File: config.mk
export PLATFORM = sky130hd
export DESIGN_NAME = rca_seq
export DESIGN_NICKNAME = d
export VERILOG_FILES = /design/src/rtl/rca_seq_pkg.sv /design/src/rtl/rca.sv /design/src/rtl/rca_seq.sv
export SDC_FILE = /design/constraint.sdc
export NUM_CORES = 1
export LEC_CHECK = 0
export ABC_AREA = 1
export CORE_ASPECT_RATIO = 1.25
export CORE_MARGIN = 10
export CORE_UTILIZATION = 60
export DETAILED_ROUTE_END_ITERATION = 10
export DONT_BUFFER_PORTS = 1
export MAX_ROUTING_LAYER = met4
export PLACE_DENSITY_LB_ADDON = 0.12
export SLEW_MARGIN = 20
export SYNTH_ARGS = -nofsm -noshare
export SYNTH_HDL_FRONTEND = slang
export SYNTH_HIERARCHICAL = 1
export SYNTH_SLANG_ARGS = --single-unit
File: constraint.sdc
create_clock -name clk -period 14.73 [get_ports clk]
set_input_delay 1.473 -clock clk [delete_from_list [all_inputs] [get_ports clk]]
set_output_delay 1.473 -clock clk [all_outputs]
set_load 0.005 [all_outputs]
File: src/rtl/rca_seq_pkg.sv
// rtl/rca_seq_pkg.sv - shared types and helpers for the rca_seq wide-add controller
//
// Purpose : FSM state encoding and the slice-index width helper used by rca_seq.
// Ports   : none (package).
// Config  : RCA_SEQ_SUB_EN is consumed by rca_seq, not by this package.

package rca_seq_pkg;

   // Encodings kept as plain constants so legacy code can compare raw state bits.
   localparam logic [1:0] ST_IDLE = 2'd0;
   localparam logic [1:0] ST_RUN  = 2'd1;
   localparam logic [1:0] ST_DONE = 2'd2;

   typedef enum logic [1:0] {
      IDLE = ST_IDLE,
      RUN  = ST_RUN,
      DONE = ST_DONE
   } rca_seq_state_t;

   // Slice index width: $clog2(K) bits, but never zero so K=1 still has a register.
   function automatic int idx_width(input int k);
      return (k > 1) ? $clog2(k) : 1;
   endfunction

endpackage

File: src/rtl/rca.sv
// rtl/rca.sv - N-bit ripple-carry adder shared by the slice sequencer
//
// Purpose : purely combinational N-bit ripple-carry add, sum = a + b + cin.
// Ports   : a, b [N-1:0] operands; cin carry in;
//           sum [N-1:0] result; cout carry out of bit N-1.

module rca #(
   parameter int N = 8
) (
   input  logic [N-1:0] a,
   input  logic [N-1:0] b,
   input  logic         cin,
   output logic [N-1:0] sum,
   output logic         cout
);

   logic [N:0] carry;

   always_comb begin
      carry    = '0;
      sum      = '0;
      carry[0] = cin;
      for (int i = 0; i < N; i++) begin
         sum[i]       = a[i] ^ b[i] ^ carry[i];
         carry[i + 1] = (a[i] & b[i]) | (carry[i] & (a[i] ^ b[i]));
      end
   end

   assign cout = carry[N];

endmodule

File: src/rtl/rca_seq.sv
// rtl/rca_seq.sv - multi-cycle N*K-bit adder sequencing one N-bit rca over K slices
//
// Purpose : accepts an N*K-bit add over a valid/ready handshake, runs the K
//           slices LSB first through a single rca instance (carry held in a
//           register between slices) and presents the registered result.
// Config  : define RCA_SEQ_SUB_EN to add the sub port (A - B, cout=1 = no borrow).
// Ports   : clk, rst_n      clock, asynchronous active-low reset
//           in_valid/in_ready   operation handshake (ready only in IDLE)
//           a, b [W-1:0], cin   operands, sampled on accept
//           sub                 subtract request (RCA_SEQ_SUB_EN only)
//           out_valid/out_ready result handshake (valid only in DONE)
//           sum [W-1:0], cout, ovf  registered result, carry out, signed overflow

module rca_seq
   import rca_seq_pkg::*;
#(
   parameter int N = 8,
   parameter int K = 4
) (
   input  logic           clk,
   input  logic           rst_n,
   input  logic           in_valid,
   output logic           in_ready,
   input  logic [N*K-1:0] a,
   input  logic [N*K-1:0] b,
   input  logic           cin,
`ifdef RCA_SEQ_SUB_EN
   input  logic           sub,
`endif
   output logic           out_valid,
   input  logic           out_ready,
   output logic [N*K-1:0] sum,
   output logic           cout,
   output logic           ovf
);

   localparam int W  = N * K;
   localparam int IW = idx_width(K);

   rca_seq_state_t state_q, state_d;
   logic [IW-1:0]  idx_q, idx_d;
   logic [W-1:0]   a_q, a_d;
   logic [W-1:0]   b_q, b_d;
   logic           carry_q, carry_d;
   logic [W-1:0]   sum_q, sum_d;
   logic           cout_q, cout_d;
   logic           ovf_q, ovf_d;
`ifdef RCA_SEQ_SUB_EN
   logic           sub_q, sub_d;
`endif

   logic [N-1:0]   a_sl;
   logic [N-1:0]   b_sl;
   logic [N-1:0]   beff_sl;
   logic [N-1:0]   rca_sum;
   logic           rca_cout;
   logic           last_slice;

   // Slice mux: the only logic in front of the carry chain, so the critical
   // path stays one N-bit ripple regardless of K.
   always_comb begin
      a_sl = '0;
      b_sl = '0;
      for (int k = 0; k < K; k++) begin
         if (idx_q == IW'(k)) begin
            a_sl = a_q[k*N +: N];
            b_sl = b_q[k*N +: N];
         end
      end
   end

`ifdef RCA_SEQ_SUB_EN
   assign beff_sl = sub_q ? ~b_sl : b_sl;
`else
   assign beff_sl = b_sl;
`endif

   assign last_slice = (idx_q == IW'(K - 1));

   rca #(.N(N)) u_rca (
      .a    (a_sl),
      .b    (beff_sl),
      .cin  (carry_q),
      .sum  (rca_sum),
      .cout (rca_cout)
   );

   always_comb begin
      state_d = state_q;
      idx_d   = idx_q;
      a_d     = a_q;
      b_d     = b_q;
      carry_d = carry_q;
      sum_d   = sum_q;
      cout_d  = cout_q;
      ovf_d   = ovf_q;
`ifdef RCA_SEQ_SUB_EN
      sub_d   = sub_q;
`endif
      case (state_q)
         IDLE: begin
            if (in_valid) begin
               a_d     = a;
               b_d     = b;
               idx_d   = '0;
`ifdef RCA_SEQ_SUB_EN
               sub_d   = sub;
               // Two's-complement subtract: ~B plus a forced carry of one.
               carry_d = sub ? 1'b1 : cin;
`else
               carry_d = cin;
`endif
               state_d = RUN;
            end
         end
         RUN: begin
            for (int k = 0; k < K; k++) begin
               if (idx_q == IW'(k)) begin
                  sum_d[k*N +: N] = rca_sum;
               end
            end
            carry_d = rca_cout;
            if (last_slice) begin
               cout_d  = rca_cout;
               // Carry into the MSB (a^b^s at that bit) XOR carry out of it.
               ovf_d   = a_sl[N-1] ^ beff_sl[N-1] ^ rca_sum[N-1] ^ rca_cout;
               idx_d   = '0;
               state_d = DONE;
            end else begin
               idx_d   = idx_q + 1'b1;
            end
         end
         DONE: begin
            if (out_ready) begin
               state_d = IDLE;
            end
         end
         default: state_d = IDLE;
      endcase
   end

   always_ff @(posedge clk or negedge rst_n) begin
      if (!rst_n) begin
         state_q <= IDLE;
         idx_q   <= '0;
         a_q     <= '0;
         b_q     <= '0;
         carry_q <= 1'b0;
         sum_q   <= '0;
         cout_q  <= 1'b0;
         ovf_q   <= 1'b0;
`ifdef RCA_SEQ_SUB_EN
         sub_q   <= 1'b0;
`endif
      end else begin
         state_q <= state_d;
         idx_q   <= idx_d;
         a_q     <= a_d;
         b_q     <= b_d;
         carry_q <= carry_d;
         sum_q   <= sum_d;
         cout_q  <= cout_d;
         ovf_q   <= ovf_d;
`ifdef RCA_SEQ_SUB_EN
         sub_q   <= sub_d;
`endif
      end
   end

   assign in_ready  = (state_q == IDLE);
   assign out_valid = (state_q == DONE);
   assign sum       = sum_q;
   assign cout      = cout_q;
   assign ovf       = ovf_q;

endmodule

==> impl_metrics.tcl, run 1 <==
set metrics [dict create \
    grt_max_degree 104 \
    critPathRequiredTime_ns 15.01 \
    cts_setup_buffers 0 \
    rsz0062_at_grt "false" \
    diodes 0 \
    numClockSinks 103 \
    remaining_drc_errors 0 \
    cts_buffers 9 \
    max-cap-violations 0 \
    drive_above_1_share_pct 6.01 \
    fin_worst_skew_ns 0.0107 \
    ys_seq_elements 103 \
    vias_per_cell 5.38 \
    drtIter0Drc 211 \
    maxClockFrequency_ghz 0.177 \
    fin_ws_ns 9.07 \
    hold_path_depth 2 \
    leakage_nw 2.57 \
    relSlewSlack_pct 34.9 \
    io_pins 105 \
    grt_use_total_pct 19.2 \
    syn-cell-area_sq_um 4730 \
    die_h_um 119 \
    tightest_slew_ns 0.974 \
    cp-start-kind "flop" \
    hpwlAfterDp_mm 7.84 \
    finalSetupViolations 0 \
    worstSetupPathType "reg2reg" \
    die_w_um 99.5 \
    coreArea_sq_um 7750 \
    clk_pin_slew_ns 0.10 \
    vias 3462 \
    placed_area_sq_um 4690 \
    critPathCaptureType "flop" \
    post-place-ws_ns 9.18 \
    hold_violations 0 \
    first_pass_iters 4 \
    min-delay-path-class "reg2reg" \
    cts_tree "built" \
    finalWirelength_mm 10.8 \
    clockRootBuffer "clkbuf_8" \
    fin_crit_sh_pct 38.4 \
    cp_data_arrival_time_ns 5.94 \
    yosysSeqAreaShare_pct 54.4 \
    fin_cells 644 \
    htree_levels 3 \
    cts_buffer_depth 2 \
    cp_max_fo 19 \
    worstRegToRegCells 24 \
    synthDistinctLibCells 23 \
    cts_resized 0 \
    powerDensity_nw_per_um2 266 \
    period_needed_ns 5.66 \
    hold_buffers 0 \
    wl_per_cell_um 16.8 \
    final.setup.tns_ns 0 \
    clk-insertion-delay-late_ns 0.38 \
    status "finished clean" \
    die_area_sq_um 11900 \
    ant_nets 0 \
    finalInstanceArea_sq_um 4900 \
    grt_pass1_wl_mm 18.1 \
    grt_pass1_vias 3645 \
    yosys_warnings 6 \
    io_buffer_count 0 \
    multiInputGateArea_sq_um 1860 \
    grt_overflow 0 \
    register_area_sq_um 2580 \
    layout_commonest_cell "nand2_1" \
    vdd.ir_drop.worst_mv 0.137 \
    placementRows 36 \
    layout_common_cells "nand2_1 (275), dfrtp_1 (103), a21oi_1 (32)" \
    netlist_instances 557 \
    avgSynthCellArea_sq_um 8.50 \
    area_growth_pct 3.54 \
    post-place-cells 628 \
    antenna_found_initial 0 \
    drv_slew 0 \
    initial_core_util_pct 61.1 \
    syn_nets 638 \
    gp_congestion 0.878 \
    n_fill_cell 689 \
    final_net_count 625 \
]
worst max-delay path, stage by stage, from the launching register on:
cell and delay [ns]:
dfrtp_1 0.42, ha_1 0.59, inv_1 0.42, nor2_1 0.18, a21oi_1 0.08, fa_1 0.42, inv_1 0.08, fa_1 0.20
inv_1 0.07, fa_1 0.38, fa_1 0.41, fa_1 0.42, fa_1 0.41, fa_1 0.38, inv_1 0.08, fa_1 0.40
inv_1 0.10, xnor2_1 0.15, inv_1 0.06, nand2_1 0.08, nand2_1 0.06, nand2_1 0.05, nand2_1 0.05, nand2_1 0.05
nand2_1 0.04
flip-flops by register name, summed over array words and instances (netlist names):
| register | count |
|---|---|
| a_q | 32 |
| b_q | 32 |
| carry_q | 1 |
| cout | 1 |
| idx_q | 2 |
| ovf | 1 |
| state_q | 2 |
| sum | 32 |
per-stage QoR:
| step | utilization (%) | power (W) | hold WS (ns) |
|---|---|---|---|
| 5_1_grt | 63.3 | 0.00144 | 0.508 |
| 2_1_floorplan | - | 0.000974 | 0.449 |
| 6_report | 63.3 | 0.00131 | 0.484 |
| 4_1_cts | 63.3 | 0.00132 | 0.490 |
| 3_5_place_dp | 60.6 | 0.00113 | 0.466 |
| 3_3_place_gp | 60.6 | 0.00110 | 0.463 |
cells by family (layout without fill, tap and decap cells):
logic type / Yosys count / after routing / synth area share (%)
buffers and inverters: 58 / 50 / 6.21
and+or+nand+nor: 299 / 299 / 24.4
DFF: 103 / 103 / 54.4
AOI/OAI and AO/OA: 84 / 84 / 10.4
adders and majority gates: 12 / 12 / 4.44
xor gates and xnor gates: 1 / 1 / 0.185
where the power goes:
group | internal, W | switching (W)
logic | 0.000208 | 0.000403
clock network | 0.0000875 | 0.0000960
registers | 0.000417 | 0.0000953
path summary, 6_finish.rpt:
path	startpoint	to	slack, ns
max in group asynchronous	rst_n	b_q[21]	13.84
setup / recovery	idx_q[0]	ovf	9.07
hold reg to reg	b_q[21]	b_q[21]	0.48
setup reg to reg	idx_q[0]	ovf	9.07
min in group asynchronous	rst_n	idx_q[1]	0.78
hold / removal	b_q[21]	b_q[21]	0.48
cells in the mapped netlist:
master	instances	area share, %
ha_1	4	1.1
nor2_1	16	1.3
nand2_2	1	0.13
a21o_1	14	2.2
dfrtp_1	103	54
o21ai_2	7	1.3
a21oi_1	32	3.4
o31ai_1	1	0.16
fa_1	8	3.4
nor2_2	1	0.13
clkbuf_1	7	0.56
nand3_1	3	0.32
o21ai_0	28	3.0
xnor2_1	1	0.19
nand2_1	275	22
inv_2	3	0.24
buf_2	10	1.1
a22oi_1	1	0.16
nor2_4	3	0.71
a22o_1	1	0.19
inv_1	29	2.3
buf_4	1	0.16
buf_6	8	1.9
final cells by class:
| class | instances | share of cell area, % |
|---|---|---|
| clock buffer | 11 | 3.09 |
| inverter | 32 | 2.45 |
| tap | 95 | 2.42 |
| timing repair buffer | 2 | 0.306 |
| sequential | 103 | 52.6 |
| clock inverter | 5 | 1.15 |
| multi-input combinational | 396 | 38.0 |
metal layers:
layer | part of all wire [%] | global-route usage, % | vias to the layer above
met5 | 0 | - | -
met4 | 2.6 | 9.07 | 0
met3 | 6.9 | 4.63 | 24
met2 | 48 | 29.5 | 121
met1 | 42 | 23.3 | 1619
li1 | - | - | 1698
(Power assumes the default switching activity.)
==> run 2, diff against run 1 <==
--- a/config.mk
+++ b/config.mk
@@ -5,10 +5,10 @@
 export SDC_FILE = /design/constraint.sdc
 export NUM_CORES = 1
 export LEC_CHECK = 0
-export ABC_AREA = 1
+export ABC_AREA = 0
 export CORE_ASPECT_RATIO = 1.25
 export CORE_MARGIN = 10
-export CORE_UTILIZATION = 60
+export CORE_UTILIZATION = 57
 export DETAILED_ROUTE_END_ITERATION = 10
 export DONT_BUFFER_PORTS = 1
 export MAX_ROUTING_LAYER = met4
==> constraint.sdc (replaced) <==
create_clock -name clk -period 4.7 [get_ports clk]
set_input_delay 0.47 -clock clk [delete_from_list [all_inputs] [get_ports clk]]
set_output_delay 0.47 -clock clk [all_outputs]
set_load 0.005 [all_outputs]
==> run 2 against run 1 <==
- flip-flop and latch count unchanged
- critical endpoint unchanged
- highest routed layer unchanged
- worst setup slack got worse by 9.3 ns
- count of clock-buffer cells in the layout is the same
- utilization grew 0.15 points
- the run now ends with setup timing left
- via count down 24%
- worst hold slack lost 0.45 ns
- final cell count down 29%
==> impl_metrics.tcl, run 2 <==
set metrics [dict create \
    worstSetupPathType "reg2reg" \
    drtIter0Drc 73 \
    final.setup.tns_ns -0.219 \
    synth_top_cell_by_area "dfrtp_1" \
    antenna_found_initial 2 \
    vdd.ir_drop.worst_mv 0.487 \
    whs_ns 0.0374 \
    synth_top_area_share_pct 54.7 \
    syn-cell-area_sq_um 4710 \
    drv_slew 0 \
    critPathCaptureType "flop" \
    netlist_top_cells_area "dfrtp_1 (55%), mux2_2 (22%), fa_1 (3.4%)" \
    vias_per_cell 5.79 \
    placementRows 37 \
    p_clk_share_pct 11.1 \
    rsz0062_at_grt "true" \
    syn_nets 420 \
    p_sw_w 0.00180 \
    synth.most_common_cell "dfrtp_1" \
    fin_crit_sh_pct 105 \
    grt_pass1_vias 2901 \
    synth_flop_cell "dfrtp_1" \
    critPathRequiredTime_ns 4.97 \
    die_h_um 122 \
    synthTopCellsByCount "dfrtp_1 (103), mux2_2 (91), nand2_1 (17)" \
    coreArea_sq_um 8150 \
    fin_total_pwr_w 0.00471 \
    htree_levels 3 \
    finalSetupViolations 1 \
    post-place-ws_ns -0.319 \
    multiInputGateArea_sq_um 2040 \
    initial_core_util_pct 57.8 \
    period_needed_ns 4.92 \
    cp-start-kind "flop" \
    drive_above_1_share_pct 46.2 \
    grt_use_total_pct 16.6 \
    status "finished, violations left" \
    wl_per_cell_um 21.6 \
    clockRootBuffer "clkbuf_8" \
    max-cap-violations 0 \
    combPwrFrac_pct 53.5 \
    yosys.area_share.adder_pct 4.46 \
    violations "setup timing" \
    first_pass_iters 6 \
    die_w_um 101 \
    numClockSinks 103 \
    power_switching_share_pct 38.1 \
    cts_buffers 9 \
    final_net_count 433 \
    powerDensity_nw_per_um2 912 \
    cts_tree "built" \
    fin_worst_skew_ns 0.0140 \
    vias 2642 \
    register_area_sq_um 2580 \
    tightest_slew_ns 0.863 \
    die_area_sq_um 12300 \
    clk-insertion-delay-late_ns 0.36 \
    finalWirelength_mm 9.85 \
    grt_pass1_wl_mm 15.5 \
    ys_async_sr_fraction_pct 100 \
    muxShareOfSynthArea_pct 23.9 \
    min-delay-path-class "in2async" \
    grt_overflow 0 \
    synth-simple-area-share_pct 5.55 \
    relSlewSlack_pct 42.4 \
    ys_seq_elements 103 \
    hpwlAfterDp_mm 7.35 \
    intPower_w 0.00292 \
    io_buffer_count 0 \
    grt_max_degree 104 \
    netlist_instances 339 \
    seqPwrFrac_pct 35.4 \
    yosysSeqAreaShare_pct 54.7 \
    n_fill_cell 628 \
    leakage_nw 2.19 \
    cp_max_fo 5 \
    synth_top_family_by_area "multiplexers" \
    layout_commonest_cell "dfrtp_1" \
    synth-xor-area-share_pct 0.372 \
    synth_edf_count 0 \
    io_pins 105 \
    ant_nets 0 \
    gp_congestion 0.792 \
    post-route-util_pct 63.4 \
    avgSynthCellArea_sq_um 13.9 \
    fin_ws_ns -0.219 \
    clk_pin_slew_ns 0.10 \
    cp_data_arrival_time_ns 5.19 \
    remaining_drc_errors 0 \
    synthDistinctLibCells 31 \
    cts_buffer_depth 2 \
    layout_common_cells "dfrtp_1 (102), mux2_2 (90), buf_4 (19)" \
    area_growth_pct 9.64 \
    maxClockFrequency_ghz 0.203 \
    hold_violations 0 \
    yosys_warnings 6 \
    synth-compound-area-share_pct 7.03 \
]
[run 2: final timing paths]
| check | from | to | slack (ns) | depth (start not counted) |
|---|---|---|---|---|
| setup / recovery | idx_q[0] | ovf | -0.22 | 20 |
| hold / removal | rst_n | sum[27] | 0.04 | 1 |
| setup reg to reg | idx_q[0] | ovf | -0.22 | 20 |
| hold reg to reg | a_q[27] | a_q[27] | 0.52 | 1 |
| max in group asynchronous | rst_n | a_q[25] | 4.27 | 1 |
| min in group clk | out_ready | state_q[1] | 0.22 | 1 |
[run 2: repair_timing]
item / CTS / global route
resized for setup: 5 / 7
pin swaps: 6 / 2
endpoints found under the hold margin: 103 / 0
endpoints found under the setup margin: 1 / 5
cloned: 0 / 0
hold buffers: 1 / 0
setup buffers: 3 / 0
[run 2: logic make-up after synthesis]
family / count (synthesis)
buffers and inverters: 33
adders and majority gates: 12
xor gates and xnor gates: 2
and+or+nand+nor: 48
muxes: 98
DFF: 103
AOI/OAI and AO/OA: 43
[run 2: metrics by stage]
step / cells / instance area (sq um)
6_report: 456 / 5170
5_1_grt: 456 / 5170
4_1_cts: 455 / 5150
3_5_place_dp: 435 / 4880
3_3_place_gp: 435 / 4880
2_1_floorplan: 339 / 4770
[run 2: cell type report]
class / count / area share [%]
flip-flops and latches: 103 / 49.9
multi-input cells: 203 / 39.4
repair buffers: 21 / 3.51
clock buffers: 11 / 2.93
well taps: 97 / 2.35
inverters: 14 / 1.02
clock inverters: 5 / 0.799
diodes: 2 / 0.0969
[run 2: metal layers]
layer	global-route usage, %	part of all wire, %
met1	20.0	42
met2	26.0	49
met3	6.17	8.2
met4	3.93	0.80
met5	-	0
[run 2: power by group through the flow]
stage               Clock [W]  Combinational (W)  Sequential, W
CTS                  0.000541            0.00258        0.00167
global placement            0            0.00240        0.00168
floorplan                   0            0.00189        0.00158
global route         0.000574            0.00279        0.00173
finish               0.000524            0.00252        0.00167
detailed placement          0            0.00248        0.00169
[run 2: worst max-delay path, stage by stage, from the launching register on]
cell      delay (ns)
dfrtp_2         0.45
buf_6           0.13
ha_4            0.18
a221oi_4        0.28
o31ai_2         0.11
fa_2            0.36
inv_2           0.06
fa_2            0.18
inv_2           0.04
fa_2            0.35
fa_2            0.35
fa_2            0.39
fa_2            0.35
fa_2            0.35
inv_2           0.06
fa_1            0.42
inv_2           0.09
xnor2_2         0.07
xnor2_1         0.13
or3_1           0.33
a41oi_2         0.16
==> run 3, diff against run 2 <==
--- a/config.mk
+++ b/config.mk
@@ -8,13 +8,13 @@
 export ABC_AREA = 0
 export CORE_ASPECT_RATIO = 1.25
 export CORE_MARGIN = 10
-export CORE_UTILIZATION = 57
+export CORE_UTILIZATION = 60
 export DETAILED_ROUTE_END_ITERATION = 10
 export DONT_BUFFER_PORTS = 1
 export MAX_ROUTING_LAYER = met4
 export PLACE_DENSITY_LB_ADDON = 0.12
+export RECOVER_POWER = 50
 export SLEW_MARGIN = 20
 export SYNTH_ARGS = -nofsm -noshare
 export SYNTH_HDL_FRONTEND = slang
-export SYNTH_HIERARCHICAL = 1
 export SYNTH_SLANG_ARGS = --single-unit
==> constraint.sdc (replaced) <==
create_clock -name clk -period 6.2 [get_ports clk]
set_input_delay 0.62 -clock clk [delete_from_list [all_inputs] [get_ports clk]]
set_output_delay 0.62 -clock clk [all_outputs]
set_load 0.005 [all_outputs]
==> run 3 against run 2 <==
- the run ends with capacitance limit, slew limit left
- critical path depth shrank 5
- count of clock-buffer cells in the layout shrank 2
- clock power shrank 20%
- register-to-register slack gained 1.3 ns
- final cell count shrank 0.88%
- flip-flop and latch count is the same
- routed wire length grew 0.30%
- global-route usage grew 1.1 points
- die area shrank 2.7%
- via count shrank 0.11%
- critical endpoint is now carry_q
- highest routed layer unchanged
==> impl_metrics.tcl, run 3 <==
set metrics [dict create \
    status "finished, violations left" \
    violations "capacitance limit, slew limit" \
    io_pins 105 \
    crit_top_cell "fa_1" \
    grt_overflow 0 \
    fin_worst_skew_ns 0.00979 \
    rsz0062_at_grt "false" \
    grt_pass1_vias 2946 \
    io_buffer_count 0 \
    synth_edf_count 0 \
    antenna_found_initial 1 \
    initial_core_util_pct 61.5 \
    slowest_stage "nand2b_1" \
    final_net_count 432 \
    crit_path_max_incr_delay_ns 0.48 \
    powerDensity_nw_per_um2 673 \
    clockRootBuffer "clkbuf_8" \
    numClockSinks 103 \
    die_h_um 120 \
    crit_family "adder cells" \
    synth_top_area_share_pct 53.7 \
    area_growth_pct 3.73 \
    synthDistinctLibCells 31 \
    drv_slew 104 \
    worstSetupPathType "reg2reg" \
    clk-insertion-delay-late_ns 0.37 \
    ys_seq_elements 103 \
    htree_levels 3 \
    fin_crit_sh_pct 81.8 \
    drtIter0Drc 135 \
    synth.most_common_cell "dfrtp_1" \
    layout_commonest_cell "dfrtp_1" \
    period_needed_ns 5.07 \
    remaining_drc_errors 0 \
    wl_per_cell_um 21.9 \
    cp-start-kind "flop" \
    finalWirelength_mm 9.88 \
    cts_buffer_depth 2 \
    die_area_sq_um 12000 \
    layout_common_cells "dfrtp_1 (103), nand2_1 (60), mux2_4 (60)" \
    crit_buf_inv 3 \
    hold_violations 0 \
    vias 2639 \
    cts_tree "built" \
    tightest_slew_ns 4.51 \
    min-delay-path-class "in2reg" \
    drive_above_1_share_pct 24.2 \
    die_w_um 100 \
    cts_buffers 9 \
    maxClockFrequency_ghz 0.197 \
    leakage_nw 2.20 \
    grt_max_degree 104 \
    vias_per_cell 5.84 \
    netlist_top_cells_area "dfrtp_1 (54%), mux2_4 (19%), nand2_1 (4.7%)" \
    synth_flop_cell "dfrtp_1" \
    coreArea_sq_um 7790 \
    placementRows 36 \
    clk_pin_slew_ns 0.10 \
    max-cap-violations 1 \
    cp_max_fo 15 \
    vdd.ir_drop.worst_mv 0.385 \
    ys_async_sr_fraction_pct 100 \
    synthTopCellsByCount "dfrtp_1 (103), mux2_4 (60), nand2_1 (60)" \
    grt_use_total_pct 17.7 \
    fin_total_pwr_w 0.00335 \
    critPathCaptureType "flop" \
    gp_congestion 0.771 \
    grt_pass1_wl_mm 16.3 \
    netlist_instances 356 \
    relSlewSlack_pct -201 \
    cp_data_arrival_time_ns 5.34 \
    syn-cell-area_sq_um 4800 \
    critPathRequiredTime_ns 6.47 \
    yosysSeqAreaShare_pct 53.7 \
    final.setup.tns_ns 0 \
    path_cells "inv_1, ha_1, nand2b_1, o221ai_1, fa_1, fa_1, fa_1, fa_1, fa_1, inv_1, fa_1, inv_1, fa_1, fa_1, a222oi_1" \
    yosys_warnings 0 \
    hpwlAfterDp_mm 7.37 \
    first_pass_iters 5 \
    ant_nets 0 \
    synth_top_cell_by_area "dfrtp_1" \
    syn_nets 437 \
    avgSynthCellArea_sq_um 13.5 \
    finalSetupViolations 0 \
    cts_resized 0 \
]
## run 3: changes by cell type after synthesis, moves of 5 or more
| cell | previous run | this run |
|---|---|---|
| o221ai_1 | 0 | 13 |
| inv_1 | 14 | 6 |
| nor2b_1 | 15 | 1 |
| a21oi_1 | 5 | 0 |
| nand3b_1 | 1 | 7 |
| buf_6 | 8 | 0 |
| mux2_2 | 91 | 4 |
| a221oi_1 | 14 | 0 |
| buf_12 | 0 | 7 |
| mux2_4 | 6 | 60 |
| o21ai_0 | 4 | 31 |
| o211ai_1 | 0 | 15 |
| o31ai_1 | 14 | 0 |
| nand2_1 | 17 | 60 |
## run 3: what timing repair did
item,CTS,global route
hold endpoints to repair,103,0
hold buffers,1,0
buffers inserted,0,0
endpoints found under the setup margin,0,0
## run 3: final cells by class
class                           count  area (sq um)
Multi-Input combinational cell    225          1990
Antenna cell                        1          2.50
Clock buffer                        9           124
Clock inverter                      7          72.6
Timing Repair Buffer                5          60.1
Sequential cell                   103          2580
Fill cell                         622          2820
Inverter                            7          26.3
Tap cell                           95           119
## run 3: metal layers
layer	wire [um]	vias to the layer above	track usage, %
met5	0	-	-
met4	172	0	6.37
met3	766	11	5.22
met2	4800	86	26.9
met1	4140	1301	21.9
li1	-	1241	-
## run 3: kinds of logic after synthesis
group | after synthesis | share of synthesized area (%)
AOI/OAI and AO/OA | 67 | 9.21
adders and majority gates | 12 | 4.38
and+or+nand+nor | 76 | 6.91
xor gates and xnor gates | 1 | 0.183
buffers and inverters | 28 | 4.70
DFF | 103 | 53.7
muxes | 69 | 20.9
## run 3: path summary, 6_finish.rpt
kind                       startpoint         end  slack (ns)  depth (start not counted)
max                          idx_q[0]     carry_q        1.13                         15
min                         out_ready  state_q[1]        0.35                          1
max reg2reg                  idx_q[0]     carry_q        1.13                         15
min reg2reg                    b_q[2]      b_q[2]        0.50                          1
max in group asynchronous       rst_n      a_q[8]        1.60                          1
min in group asynchronous       rst_n     sum[18]        2.08                          1
## run 3: power breakdown
group          switching [W]  internal, W
clock network       0.000231     0.000187
logic               0.000854     0.000815
registers           0.000242      0.00102
total                0.00133      0.00202
## run 3: stage by stage
step	hold WS [ns]	area [sq um]	util (%)	setup slack, ns	instances
after CTS	0.193	4960	63.7	1.12	450
after floorplan	0.324	4800	-	1.40	356
final	0.352	4970	63.8	1.13	452
after global routing	0.365	4970	63.8	0.636	452
after detailed placement	0.329	4740	60.8	1.16	433
after global placement	0.330	4740	60.8	1.31	433
